## config.mk

```make
export PLATFORM = sky130hd
export DESIGN_NAME = uart_fifo_core_flat
export DESIGN_NICKNAME = d
export VERILOG_FILES = /design/src/rtl/uart_fifo_if.sv /design/src/rtl/uart_fifo_core.sv /design/src/flat_wrapper.sv
export SDC_FILE = /design/constraint.sdc
export NUM_CORES = 1
export LEC_CHECK = 0
export ABC_AREA = 1
export CORE_ASPECT_RATIO = 1.25
export CORE_MARGIN = 2
export CORE_UTILIZATION = 55
export CTS_BUF_LIST = sky130_fd_sc_hd__clkbuf_8
export DETAILED_ROUTE_END_ITERATION = 16
export PLACE_DENSITY = 0.75
export SLEW_MARGIN = 10
export SYNTH_ARGS = -nofsm -noshare
export SYNTH_HDL_FRONTEND = slang
export SYNTH_SLANG_ARGS = --single-unit
```

## constraint.sdc

```tcl
create_clock -name clk -period 4.87 [get_ports clk]
set_clock_uncertainty 0.15 [all_clocks]
set_input_delay 0.974 -clock clk [delete_from_list [all_inputs] [get_ports clk]]
set_output_delay 0.974 -clock clk [all_outputs]
set_load 0.05 [all_outputs]
```

## src/rtl/uart_fifo_if.sv

```systemverilog
// Byte-stream handshake between the register front-end (master) and the UART core (slave).
interface uart_fifo_if #(
  parameter int PAYLOAD_BITS = 8
);
  logic [PAYLOAD_BITS-1:0] tx_data;
  logic                    tx_valid;
  logic                    tx_ready;
  logic [PAYLOAD_BITS-1:0] rx_data;
  logic                    rx_valid;
  logic                    rx_ready;

  modport master (output tx_data, tx_valid, rx_ready, input tx_ready, rx_data, rx_valid);
  modport slave  (input tx_data, tx_valid, rx_ready, output tx_ready, rx_data, rx_valid);
endinterface

```

## src/rtl/uart_fifo_core.sv

```systemverilog
// UART transceiver with first-word fall-through TX/RX FIFOs, configurable framing
// (5..9 data bits, none/odd/even parity, 1 or 2 stop bits) and sticky line errors.
module uart_fifo_sync #(
  parameter int W     = 8,
  parameter int DEPTH = 16,
  parameter int LW    = $clog2(DEPTH) + 1
) (
  input  logic          clk,
  input  logic          rst,
  input  logic          push_i,
  input  logic          pop_i,
  input  logic [W-1:0]  wdata_i,
  output logic [W-1:0]  head_o,
  output logic [LW-1:0] level_o,
  output logic          full_o,
  output logic          empty_o
);
  localparam int AW = LW - 1;
  logic [W-1:0]  mem_q [DEPTH];
  logic [LW-1:0] wr_q, rd_q;
  logic          wr_en, rd_en;

  assign level_o = wr_q - rd_q;
  assign empty_o = (level_o == '0);
  assign full_o  = (level_o == LW'(DEPTH));
  assign head_o  = empty_o ? '0 : mem_q[rd_q[AW-1:0]];
  assign rd_en   = pop_i && !empty_o;
  // A full FIFO still takes a write when its head leaves on the same edge.
  assign wr_en   = push_i && (!full_o || rd_en);

  always_ff @(posedge clk or posedge rst) begin
    if (rst) begin
      wr_q <= '0;
      rd_q <= '0;
    end else begin
      if (wr_en) wr_q <= wr_q + LW'(1);
      if (rd_en) rd_q <= rd_q + LW'(1);
    end
  end

  always_ff @(posedge clk) begin
    if (wr_en) mem_q[wr_q[AW-1:0]] <= wdata_i;
  end
endmodule

module uart_fifo_core #(
  parameter int CLK_HZ       = 10000000,
  parameter int BIT_RATE     = 115200,
  parameter int PAYLOAD_BITS = 8,
  parameter int PARITY       = 0,
  parameter int STOP_BITS    = 1,
  parameter int FIFO_DEPTH   = 16,
  localparam int LW          = $clog2(FIFO_DEPTH) + 1
) (
  input  logic          clk,
  input  logic          rst,
  uart_fifo_if.slave    bus,
  input  logic          rx_en,
  input  logic          err_clr,
  input  logic          uart_rxd,
  output logic          uart_txd,
  output logic          tx_busy,
  output logic          rx_frame_err,
  output logic          rx_parity_err,
  output logic          rx_overrun,
  output logic [LW-1:0] tx_level,
  output logic [LW-1:0] rx_level
);
  localparam int CPB      = CLK_HZ / BIT_RATE;
  localparam int HALF     = CPB / 2;
  localparam int STOP_CYC = CPB * STOP_BITS;
  localparam int CW       = $clog2(STOP_CYC + 1);
  localparam int BW       = $clog2(PAYLOAD_BITS + 1);
  localparam int PB       = PAYLOAD_BITS;

  typedef enum logic [2:0] {S_IDLE, S_START, S_DATA, S_PAR, S_STOP} state_e;

  logic [PB-1:0] tx_head, rx_head;
  logic          tx_full, tx_empty, rx_full, rx_empty, tx_pop, rx_push;

  uart_fifo_sync #(.W(PB), .DEPTH(FIFO_DEPTH), .LW(LW)) u_txf (
    .clk, .rst, .push_i(bus.tx_valid && !tx_full), .pop_i(tx_pop), .wdata_i(bus.tx_data),
    .head_o(tx_head), .level_o(tx_level), .full_o(tx_full), .empty_o(tx_empty));

  assign bus.tx_ready = !tx_full;
  assign bus.rx_valid = !rx_empty;
  assign bus.rx_data  = rx_head;

  // ---------------- transmitter ----------------
  state_e        tx_st_q, tx_st_d;
  logic [CW-1:0] tx_cnt_q, tx_cnt_d;
  logic [BW-1:0] tx_bit_q, tx_bit_d;
  logic [PB-1:0] tx_sh_q, tx_sh_d;
  logic          tx_par_q, tx_par_d, txd_q, txd_d;

  always_ff @(posedge clk or posedge rst) begin
    if (rst) begin
      tx_st_q <= S_IDLE; tx_cnt_q <= '0; tx_bit_q <= '0;
      tx_sh_q <= '0; tx_par_q <= 1'b0; txd_q <= 1'b1;
    end else begin
      tx_st_q <= tx_st_d; tx_cnt_q <= tx_cnt_d; tx_bit_q <= tx_bit_d;
      tx_sh_q <= tx_sh_d; tx_par_q <= tx_par_d; txd_q <= txd_d;
    end
  end

  always_comb begin
    tx_st_d  = tx_st_q;
    tx_cnt_d = tx_cnt_q + CW'(1);
    tx_bit_d = tx_bit_q;
    tx_sh_d  = tx_sh_q;
    tx_par_d = tx_par_q;
    txd_d    = txd_q;
    tx_pop   = 1'b0;
    case (tx_st_q)
      S_IDLE: begin
        tx_cnt_d = '0;
        tx_pop   = !tx_empty;
      end
      S_START: if (tx_cnt_q == CW'(CPB-1)) begin
        tx_st_d = S_DATA; tx_cnt_d = '0; tx_bit_d = '0;
        txd_d = tx_sh_q[0]; tx_sh_d = tx_sh_q >> 1;
      end
      S_DATA: if (tx_cnt_q == CW'(CPB-1)) begin
        tx_cnt_d = '0;
        if (tx_bit_q == BW'(PB-1)) begin
          tx_st_d = (PARITY != 0) ? S_PAR : S_STOP;
          txd_d   = (PARITY != 0) ? tx_par_q : 1'b1;
        end else begin
          tx_bit_d = tx_bit_q + BW'(1);
          txd_d = tx_sh_q[0]; tx_sh_d = tx_sh_q >> 1;
        end
      end
      S_PAR: if (tx_cnt_q == CW'(CPB-1)) begin
        tx_st_d = S_STOP; tx_cnt_d = '0; txd_d = 1'b1;
      end
      S_STOP: if (tx_cnt_q == CW'(STOP_CYC-1)) begin
        tx_st_d = S_IDLE; tx_cnt_d = '0; txd_d = 1'b1;
        tx_pop  = !tx_empty;
      end
      default: tx_st_d = S_IDLE;
    endcase
    // Loading from IDLE or straight out of STOP gives gapless back-to-back frames.
    if (tx_pop) begin
      tx_st_d = S_START; tx_cnt_d = '0; txd_d = 1'b0;
      tx_sh_d = tx_head; tx_par_d = (^tx_head) ^ (PARITY == 1);
    end
  end

  assign uart_txd = txd_q;
  assign tx_busy  = (tx_st_q != S_IDLE) || (tx_level != '0);

  // ---------------- receiver ----------------
  state_e        rx_st_q, rx_st_d;
  logic [CW-1:0] rx_cnt_q, rx_cnt_d;
  logic [BW-1:0] rx_bit_q, rx_bit_d;
  logic [PB-1:0] rx_sh_q, rx_sh_d;
  logic [1:0]    sync_q;
  logic          rxs, rx_prev_q, rx_par_q, rx_par_d;
  logic          fin_q, fin_d, fin_stop_q, fin_stop_d, par_ok;

  assign rxs = sync_q[1];

  always_ff @(posedge clk or posedge rst) begin
    if (rst) begin
      sync_q <= 2'b11; rx_prev_q <= 1'b1;
      rx_st_q <= S_IDLE; rx_cnt_q <= '0; rx_bit_q <= '0; rx_sh_q <= '0;
      rx_par_q <= 1'b0; fin_q <= 1'b0; fin_stop_q <= 1'b0;
    end else begin
      sync_q <= {sync_q[0], uart_rxd}; rx_prev_q <= rxs;
      rx_st_q <= rx_st_d; rx_cnt_q <= rx_cnt_d; rx_bit_q <= rx_bit_d; rx_sh_q <= rx_sh_d;
      rx_par_q <= rx_par_d; fin_q <= fin_d; fin_stop_q <= fin_stop_d;
    end
  end

  always_comb begin
    rx_st_d    = rx_st_q;
    rx_cnt_d   = rx_cnt_q + CW'(1);
    rx_bit_d   = rx_bit_q;
    rx_sh_d    = rx_sh_q;
    rx_par_d   = rx_par_q;
    fin_d      = 1'b0;
    fin_stop_d = fin_stop_q;
    case (rx_st_q)
      S_IDLE: begin
        rx_cnt_d = '0;
        if (rx_en && rx_prev_q && !rxs) rx_st_d = S_START;
      end
      // Mid-start re-check rejects glitches shorter than half a bit.
      S_START: if (rx_cnt_q == CW'(HALF-1)) begin
        rx_cnt_d = '0; rx_bit_d = '0;
        rx_st_d  = rxs ? S_IDLE : S_DATA;
      end
      S_DATA: if (rx_cnt_q == CW'(CPB-1)) begin
        rx_cnt_d = '0;
        rx_sh_d  = {rxs, rx_sh_q[PB-1:1]};
        if (rx_bit_q == BW'(PB-1)) rx_st_d = (PARITY != 0) ? S_PAR : S_STOP;
        else                       rx_bit_d = rx_bit_q + BW'(1);
      end
      S_PAR: if (rx_cnt_q == CW'(CPB-1)) begin
        rx_cnt_d = '0; rx_par_d = rxs; rx_st_d = S_STOP;
      end
      S_STOP: if (rx_cnt_q == CW'(CPB-1)) begin
        rx_cnt_d = '0; rx_st_d = S_IDLE;
        fin_d = 1'b1; fin_stop_d = rxs;
      end
      default: rx_st_d = S_IDLE;
    endcase
  end

  assign par_ok  = (PARITY == 0) || (rx_par_q == ((^rx_sh_q) ^ (PARITY == 1)));
  assign rx_push = fin_q && fin_stop_q && par_ok && !rx_full;

  uart_fifo_sync #(.W(PB), .DEPTH(FIFO_DEPTH), .LW(LW)) u_rxf (
    .clk, .rst, .push_i(rx_push), .pop_i(bus.rx_ready), .wdata_i(rx_sh_q),
    .head_o(rx_head), .level_o(rx_level), .full_o(rx_full), .empty_o(rx_empty));

  // Errors are prioritised frame > parity > overrun; a set beats a same-cycle clear.
  always_ff @(posedge clk or posedge rst) begin
    if (rst) begin
      rx_frame_err <= 1'b0; rx_parity_err <= 1'b0; rx_overrun <= 1'b0;
    end else begin
      rx_frame_err  <= (fin_q && !fin_stop_q) || (rx_frame_err && !err_clr);
      rx_parity_err <= (fin_q && fin_stop_q && !par_ok) || (rx_parity_err && !err_clr);
      rx_overrun    <= (fin_q && fin_stop_q && par_ok && rx_full) || (rx_overrun && !err_clr);
    end
  end
endmodule
```

## src/flat_wrapper.sv

```systemverilog
// flat-port wrapper written by rule: the top's interface ports become plain ports
module uart_fifo_core_flat 
#(
  parameter int CLK_HZ       = 10000000,
  parameter int BIT_RATE     = 115200,
  parameter int PAYLOAD_BITS = 8,
  parameter int PARITY       = 0,
  parameter int STOP_BITS    = 1,
  parameter int FIFO_DEPTH   = 16,
  localparam int LW          = $clog2(FIFO_DEPTH) + 1
)
  (clk, rst, rx_en, err_clr, uart_rxd, uart_txd, tx_busy, rx_frame_err, rx_parity_err, rx_overrun, tx_level, rx_level, bus_tx_data, bus_tx_valid, bus_rx_ready, bus_tx_ready, bus_rx_data, bus_rx_valid);
  uart_fifo_if #(.PAYLOAD_BITS(PAYLOAD_BITS)) bus_i ();
  input  logic clk;
  input  logic rst;
  input  logic rx_en;
  input  logic err_clr;
  input  logic uart_rxd;
  output logic uart_txd;
  output logic tx_busy;
  output logic rx_frame_err;
  output logic rx_parity_err;
  output logic rx_overrun;
  output logic [LW-1:0] tx_level;
  output logic [LW-1:0] rx_level;
  input wire logic [$bits(bus_i.tx_data)-1:0] bus_tx_data;
  input wire logic [$bits(bus_i.tx_valid)-1:0] bus_tx_valid;
  input wire logic [$bits(bus_i.rx_ready)-1:0] bus_rx_ready;
  output wire logic [$bits(bus_i.tx_ready)-1:0] bus_tx_ready;
  output wire logic [$bits(bus_i.rx_data)-1:0] bus_rx_data;
  output wire logic [$bits(bus_i.rx_valid)-1:0] bus_rx_valid;
  assign bus_i.tx_data = bus_tx_data;
  assign bus_i.tx_valid = bus_tx_valid;
  assign bus_i.rx_ready = bus_rx_ready;
  assign bus_tx_ready = bus_i.tx_ready;
  assign bus_rx_data = bus_i.rx_data;
  assign bus_rx_valid = bus_i.rx_valid;
  uart_fifo_core #(.CLK_HZ(CLK_HZ), .BIT_RATE(BIT_RATE), .PAYLOAD_BITS(PAYLOAD_BITS), .PARITY(PARITY), .STOP_BITS(STOP_BITS), .FIFO_DEPTH(FIFO_DEPTH)) u_core (.clk(clk), .rst(rst), .bus(bus_i), .rx_en(rx_en), .err_clr(err_clr), .uart_rxd(uart_rxd), .uart_txd(uart_txd), .tx_busy(tx_busy), .rx_frame_err(rx_frame_err), .rx_parity_err(rx_parity_err), .rx_overrun(rx_overrun), .tx_level(tx_level), .rx_level(rx_level));
endmodule
```

Word-level counts from Yosys, hierarchy flattened
Memory sizes are Yosys's and may differ from the RTL's.
Index checks and enable logic that the tools add are counted.
W data, S select, Z words.

storage, ports and cells
  flip-flop bits (word level) = 73
  latch bits = 0
  bits in writable memories = 256
  memory bits (read-only) = 0
  word-level logic and storage cells = 162
  memories = 2

cells by class
  add/sub/neg operators = 10
  multipliers = 0
  divide/modulo/power cells = 0
  $lt $le $gt $ge = 0
  equality and inequality tests = 33
  shift-type cells = 0
  muxes and demuxes = 50
  bitwise operators = 0
  reduce and logical (&&, ||, !) cells = 47

memory list
  memory              depth  bits a word  rd ports  clocked after memory_dff  wr ports  line                  source
  u_core.u_rxf.mem_q  16     8            1         0                         1         uart_fifo_core.sv:19  logic [W-1:0] mem_q [DEPTH];
  u_core.u_txf.mem_q  16     8            1         0                         1         uart_fifo_core.sv:19

operators by type and width
  kind                   number
  $mux W8                6
  $mux W3                12
  $pmux W3 S5            2
  $mux W7                4
  $mux W4                6
  $pmux W7 S3            1
  $add A5 B1 Y5 const B  4
  $ne A2 B1 Y1 const B   8
  $pmux W4 S2            2
  $pmux W8 S2            1
  $reduce_and A4 Y1      4
  $ne A3 B2 Y1 const B   5
  $add A7 B1 Y7 const B  2
  $eq A7 B7 Y1 const B   2
  $logic_and A1 B1 Y1    14
  $pmux W7 S2            1
  $eq A3 B2 Y1 const B   4
  $mux W1                12
  $reduce_and A6 Y1      2
  $eq A5 B5 Y1 const B   2
  $logic_not A5 Y1       2
  $sub A5 B5 Y5          2
  $add A4 B1 Y4 const B  2
  $eq A4 B3 Y1 const B   2
  20 further kinds       38

Longest topological paths before layout
Gate-level depths: netlist (run 1).

  depth after elaboration = 10
  gate-level depth with buffers = 14
  gate-level depth less buffers = 14

Hierarchy
From an unflattened synthesis (run 1), not the netlist that was laid out.

unflattened totals
  cell total of the unflattened synthesis = 1429
  area, all modules = 14790.4 um^2

modules (own cells, without submodules)
  module                          instances  cells each  area each (um^2)  sequential area each (um^2)
  uart_fifo_sync at u_core.u_rxf  1          562         6047.0            4093.9
  uart_fifo_sync at u_core.u_txf  1          524         5995.8            4093.9
  uart_fifo_core                  1          343         2747.6            1331.3

Worst setup path before layout (run 1)
No wires, ideal clock.

  path type = flip-flop to output port
  start point = register u_core.u_rxf.wr_q[0]
  end point = output bus_rx_data[0]
  data arrival time = 3.022 ns
  path slack = 0.724 ns
  stages on the path, launching flop included = 9
  cell sequence = dfrtp_1 -> inv_1 -> ha_1 -> fa_1 -> xnor2_1 -> nor3_4 -> nand2_2 -> nor2_4 -> nor2_1

on the way
  cells in the longest elaborated chain, start to end = 3

RTL lines
  item                      line                  source
  start: declaration        uart_fifo_core.sv:20  logic [LW-1:0] wr_q, rd_q;
  start signal: assignment  uart_fifo_core.sv:36  if (wr_en) wr_q <= wr_q + LW'(1);
  $sub A5 B5 Y5             uart_fifo_core.sv:23  assign level_o = wr_q - rd_q;
  named net rx_level[2]     flat_wrapper.sv:25    output logic [LW-1:0] rx_level;
  $logic_not A5 Y1          uart_fifo_core.sv:24  assign empty_o = (level_o == '0);
  $mux W8                   uart_fifo_core.sv:26  assign head_o = empty_o ? '0 : mem_q[rd_q[AW-1:0]];
  end: declaration          flat_wrapper.sv:30    output wire logic [$bits(bus_i.rx_data)-1:0] bus_rx_data;

The timed path passes the listed nets, and every way through them passes these cells.

Final worst setup path (run 1)
  start point = register u_core.u_rxf.rd_q[2]
  end point = output bus_rx_valid

on the way
  cells in the longest elaborated chain, start to end = 3

RTL lines
  item                      line                  source
  start: declaration        uart_fifo_core.sv:20
  start signal: assignment  uart_fifo_core.sv:37  if (rd_en) rd_q <= rd_q + LW'(1);
  $sub A5 B5 Y5             uart_fifo_core.sv:23
  $logic_not A5 Y1          uart_fifo_core.sv:24
  $logic_not A1 Y1          uart_fifo_core.sv:86  assign bus.rx_valid = !rx_empty;
  end: declaration          flat_wrapper.sv:31    output wire logic [$bits(bus_i.rx_valid)-1:0] bus_rx_valid;

No other way between the ends.

==> impl_metrics.tcl, run 1 <==
set metrics [dict create \
    yosys_most_used_dff "edfxtp_1" \
    yosysMostFrequentCell "nand2_1" \
    io_pins 40 \
    crit_fanout 14 \
    synthTopCellsByArea "edfxtp_1 53%, dfrtp_1 12%, nand2_1 11%, nand3_1 4.7%, a21oi_1 2.7%" \
    antenna_found_initial 0 \
    max_stage_delay_ns 0.81 \
    critPathLaunchType "flip-flop" \
    insertion_delay_ns 0.58 \
    hp-class "reg2reg" \
    io_buffers 39 \
    synth_nets 1397 \
    first_pass_iters 5 \
    grt_max_degree 67 \
    grt-ovfl-total 0 \
    synth_seq_cells 329 \
    synth_area_um2 14600 \
    core-area_um2 26000 \
    rsz0062_at_grt "no" \
    rows 66 \
    vdd_drop_max_v 0.000574 \
    cp.required_ns 3.75 \
    p_total_w 0.00639 \
    vias 9864 \
    num-nets-final 1449 \
    drive_gt1_frac 0.100 \
    path_class "reg2out" \
    synthToLayoutAreaGrowth_pct 11.2 \
    hold_viol_final 0 \
    postCtsSetupRepairBufs 0 \
    start_util 0.560 \
    synth_area_leader_cell "edfxtp_1" \
    grt_pass1_vias 9716 \
    power_density_nw_per_um2 395 \
    die_area_um2 27800 \
    chipWidth_um 150 \
    root_buffer "clkbuf_8" \
    clkTransAtPathRegs_ns 0.06 \
    synthTopCellsByCount "433 x nand2_1, 256 x edfxtp_1, 136 x nand3_1" \
    worst_r2r_path_depth 9 \
    async_flop_share 0.222 \
    maxSlewViolCount 0 \
    ys_warn_count 0 \
    routed_wirelength_mm 31.1 \
    setup_viol 0 \
    grt_pass1_wl_mm 49.6 \
    max_freq_ghz 0.224 \
    dpl.hpwl_mm 19.6 \
    postCtsResizedCells 0 \
    worstHoldPathCells 0 \
    endpoint_kind "output pin" \
    post_drt_wl_per_cell_um 17.4 \
    insertedDiodeCount 0 \
    outcome "completed" \
    track_usage 0.228 \
    cts_max_level 2 \
    clockBufferDepth 3 \
    drc_errors 0 \
    tns_ns 0 \
    slew_headroom 0.381 \
    slowest_stage "clkdlybuf4s50_1" \
    drt_iter0_drc 858 \
    cap_violations 0 \
    die-height_um 186 \
    synthCells 1355 \
    final_antenna_net_count 0 \
    fin_crit_sh 0.919 \
    worst_pin_slew_ns 0.925 \
    place.gp.congestion 0.823 \
    crit_arrival_ns 3.35 \
    seq_area_frac_synth 0.654 \
    fin_crit_ns 4.47 \
    p_leak_nw 6.36 \
    yosysTopAreaCellShare 0.528 \
    numCtsBuffers 50 \
    clock-sinks 329 \
    path_cells "clkinv_1 > ha_1 > a21oi_1 > nand2_2 > xor2_4 > nand4_1 > clkdlybuf4s50_1" \
    via_per_inst 5.52 \
    tritoncts "built" \
    cts_hold_buf 0 \
    avgSynthCellArea_um2 10.7 \
    synth_cell_types 47 \
    synth_edf_count 256 \
]
[final timing paths]
kind	start	endpoint	slack [ns]
setup / recovery	u_core.u_rxf.rd_q[2]	bus_rx_valid	0.40
hold / removal	u_core.sync_q[0]	u_core.sync_q[1]	0.22
setup reg to reg	u_core.u_rxf.rd_q[2]	u_core.u_rxf.mem_q[7][0]	1.24
hold reg to reg	u_core.sync_q[0]	u_core.sync_q[1]	0.22
max in group asynchronous	rst	u_core.u_rxf.rd_q[0]	2.92
min in group asynchronous	rst	u_core.rx_sh_q[2]	0.83
[metal layers]
layer  track usage  wire, µm
met4        0.0857       845
met2         0.404     16100
met5             0         0
met3        0.0321      1610
met1         0.286     12500
[cell type report]
cell class	count	area, µm²
Fill cell	2086	9820
Sequential cell	329	9520
Multi-Input combinational cell	897	4480
Clock buffer	54	743
Timing Repair Buffer	53	475
Tap cell	340	425
Inverter	76	289
Clock inverter	39	258
[worst max-delay path, delay by kind of cell (launching register included)]
kind | cells | cell delay [ns]
buf+inv | 2 | 1.17
flops | 1 | 0.60
fa+ha+maj | 1 | 0.43
simple gates | 2 | 0.20
compound gates | 1 | 0.18
xor+xnor | 1 | 0.18
[cells in the final DEF, fill, tap and decap left out, types with 13 or more instances in the layout]
master	Yosys	layout
nand2_1	433	433
edfxtp_1	256	256
nand3_1	136	136
nor2_1	83	83
inv_1	69	82
a21oi_1	79	79
dfrtp_1	69	67
clkbuf_8	0	54
clkdlybuf4s50_1	0	31
ha_1	25	25
buf_4	2	22
o21ai_0	15	15
clkinv_1	3	14
a22oi_1	13	13
[state kept, by name, indices dropped and copies added, names as in the netlist, 2 cells and up]
signal              flops
u_core.rx_bit_q         4
u_core.rx_cnt_q         7
u_core.rx_sh_q          8
u_core.rx_st_q          3
u_core.sync_q           2
u_core.tx_bit_q         4
u_core.tx_cnt_q         7
u_core.tx_sh_q          8
u_core.tx_st_q          3
u_core.u_rxf.mem_q    128
u_core.u_rxf.rd_q       5
u_core.u_rxf.wr_q       5
u_core.u_txf.mem_q    128
u_core.u_txf.rd_q       5
u_core.u_txf.wr_q       5
[cells by family after synthesis]
group | after synthesis | synth area share
xor+xnor | 22 | 0.0150
simple gates | 701 | 0.206
fa+ha+maj | 27 | 0.0242
buf+inv | 129 | 0.0386
compound gates | 140 | 0.0572
mux | 7 | 0.00542
flops | 329 | 0.654
[stage by stage]
step	setup WS [ns]	hold slack, ns	util	std cells	instance area, µm²
4_1_cts	0.373	0.209	0.622	1788	16200
3_5_place_dp	1.01	0.210	0.584	1695	15200
6_report	0.396	0.223	0.622	1788	16200
2_1_floorplan	0.724	0.195	-	1355	14600
3_3_place_gp	1.07	0.196	0.584	1695	15200
5_1_grt	0.174	0.219	0.622	1788	16200
[power by group]
part           internal [W]  total (W)  switching [W]  leakage [nW]
Combinational      0.000271   0.000878       0.000607          2.80
Sequential          0.00317    0.00326      0.0000882          2.99
Clock               0.00119    0.00226        0.00107         0.568
Total               0.00463    0.00639        0.00176          6.36
(Power assumes the default switching activity.)
==> run 2, diff against run 1 <==
--- a/config.mk
+++ b/config.mk
@@ -12,6 +12,7 @@
 export CTS_BUF_LIST = sky130_fd_sc_hd__clkbuf_8
 export DETAILED_ROUTE_END_ITERATION = 16
 export PLACE_DENSITY = 0.75
+export SKIP_LAST_GASP = 1
 export SLEW_MARGIN = 10
 export SYNTH_ARGS = -nofsm -noshare
 export SYNTH_HDL_FRONTEND = slang
==> results of run 2 <==
Final layout, timing and power as in run 1 (identical DEF).
==> run 3, diff against run 2 <==
--- a/config.mk
+++ b/config.mk
@@ -13,7 +13,6 @@
 export DETAILED_ROUTE_END_ITERATION = 16
 export PLACE_DENSITY = 0.75
 export SKIP_LAST_GASP = 1
-export SLEW_MARGIN = 10
 export SYNTH_ARGS = -nofsm -noshare
 export SYNTH_HDL_FRONTEND = slang
 export SYNTH_SLANG_ARGS = --single-unit
==> results of run 3 <==
Final layout, timing and power as in run 1 (identical DEF).
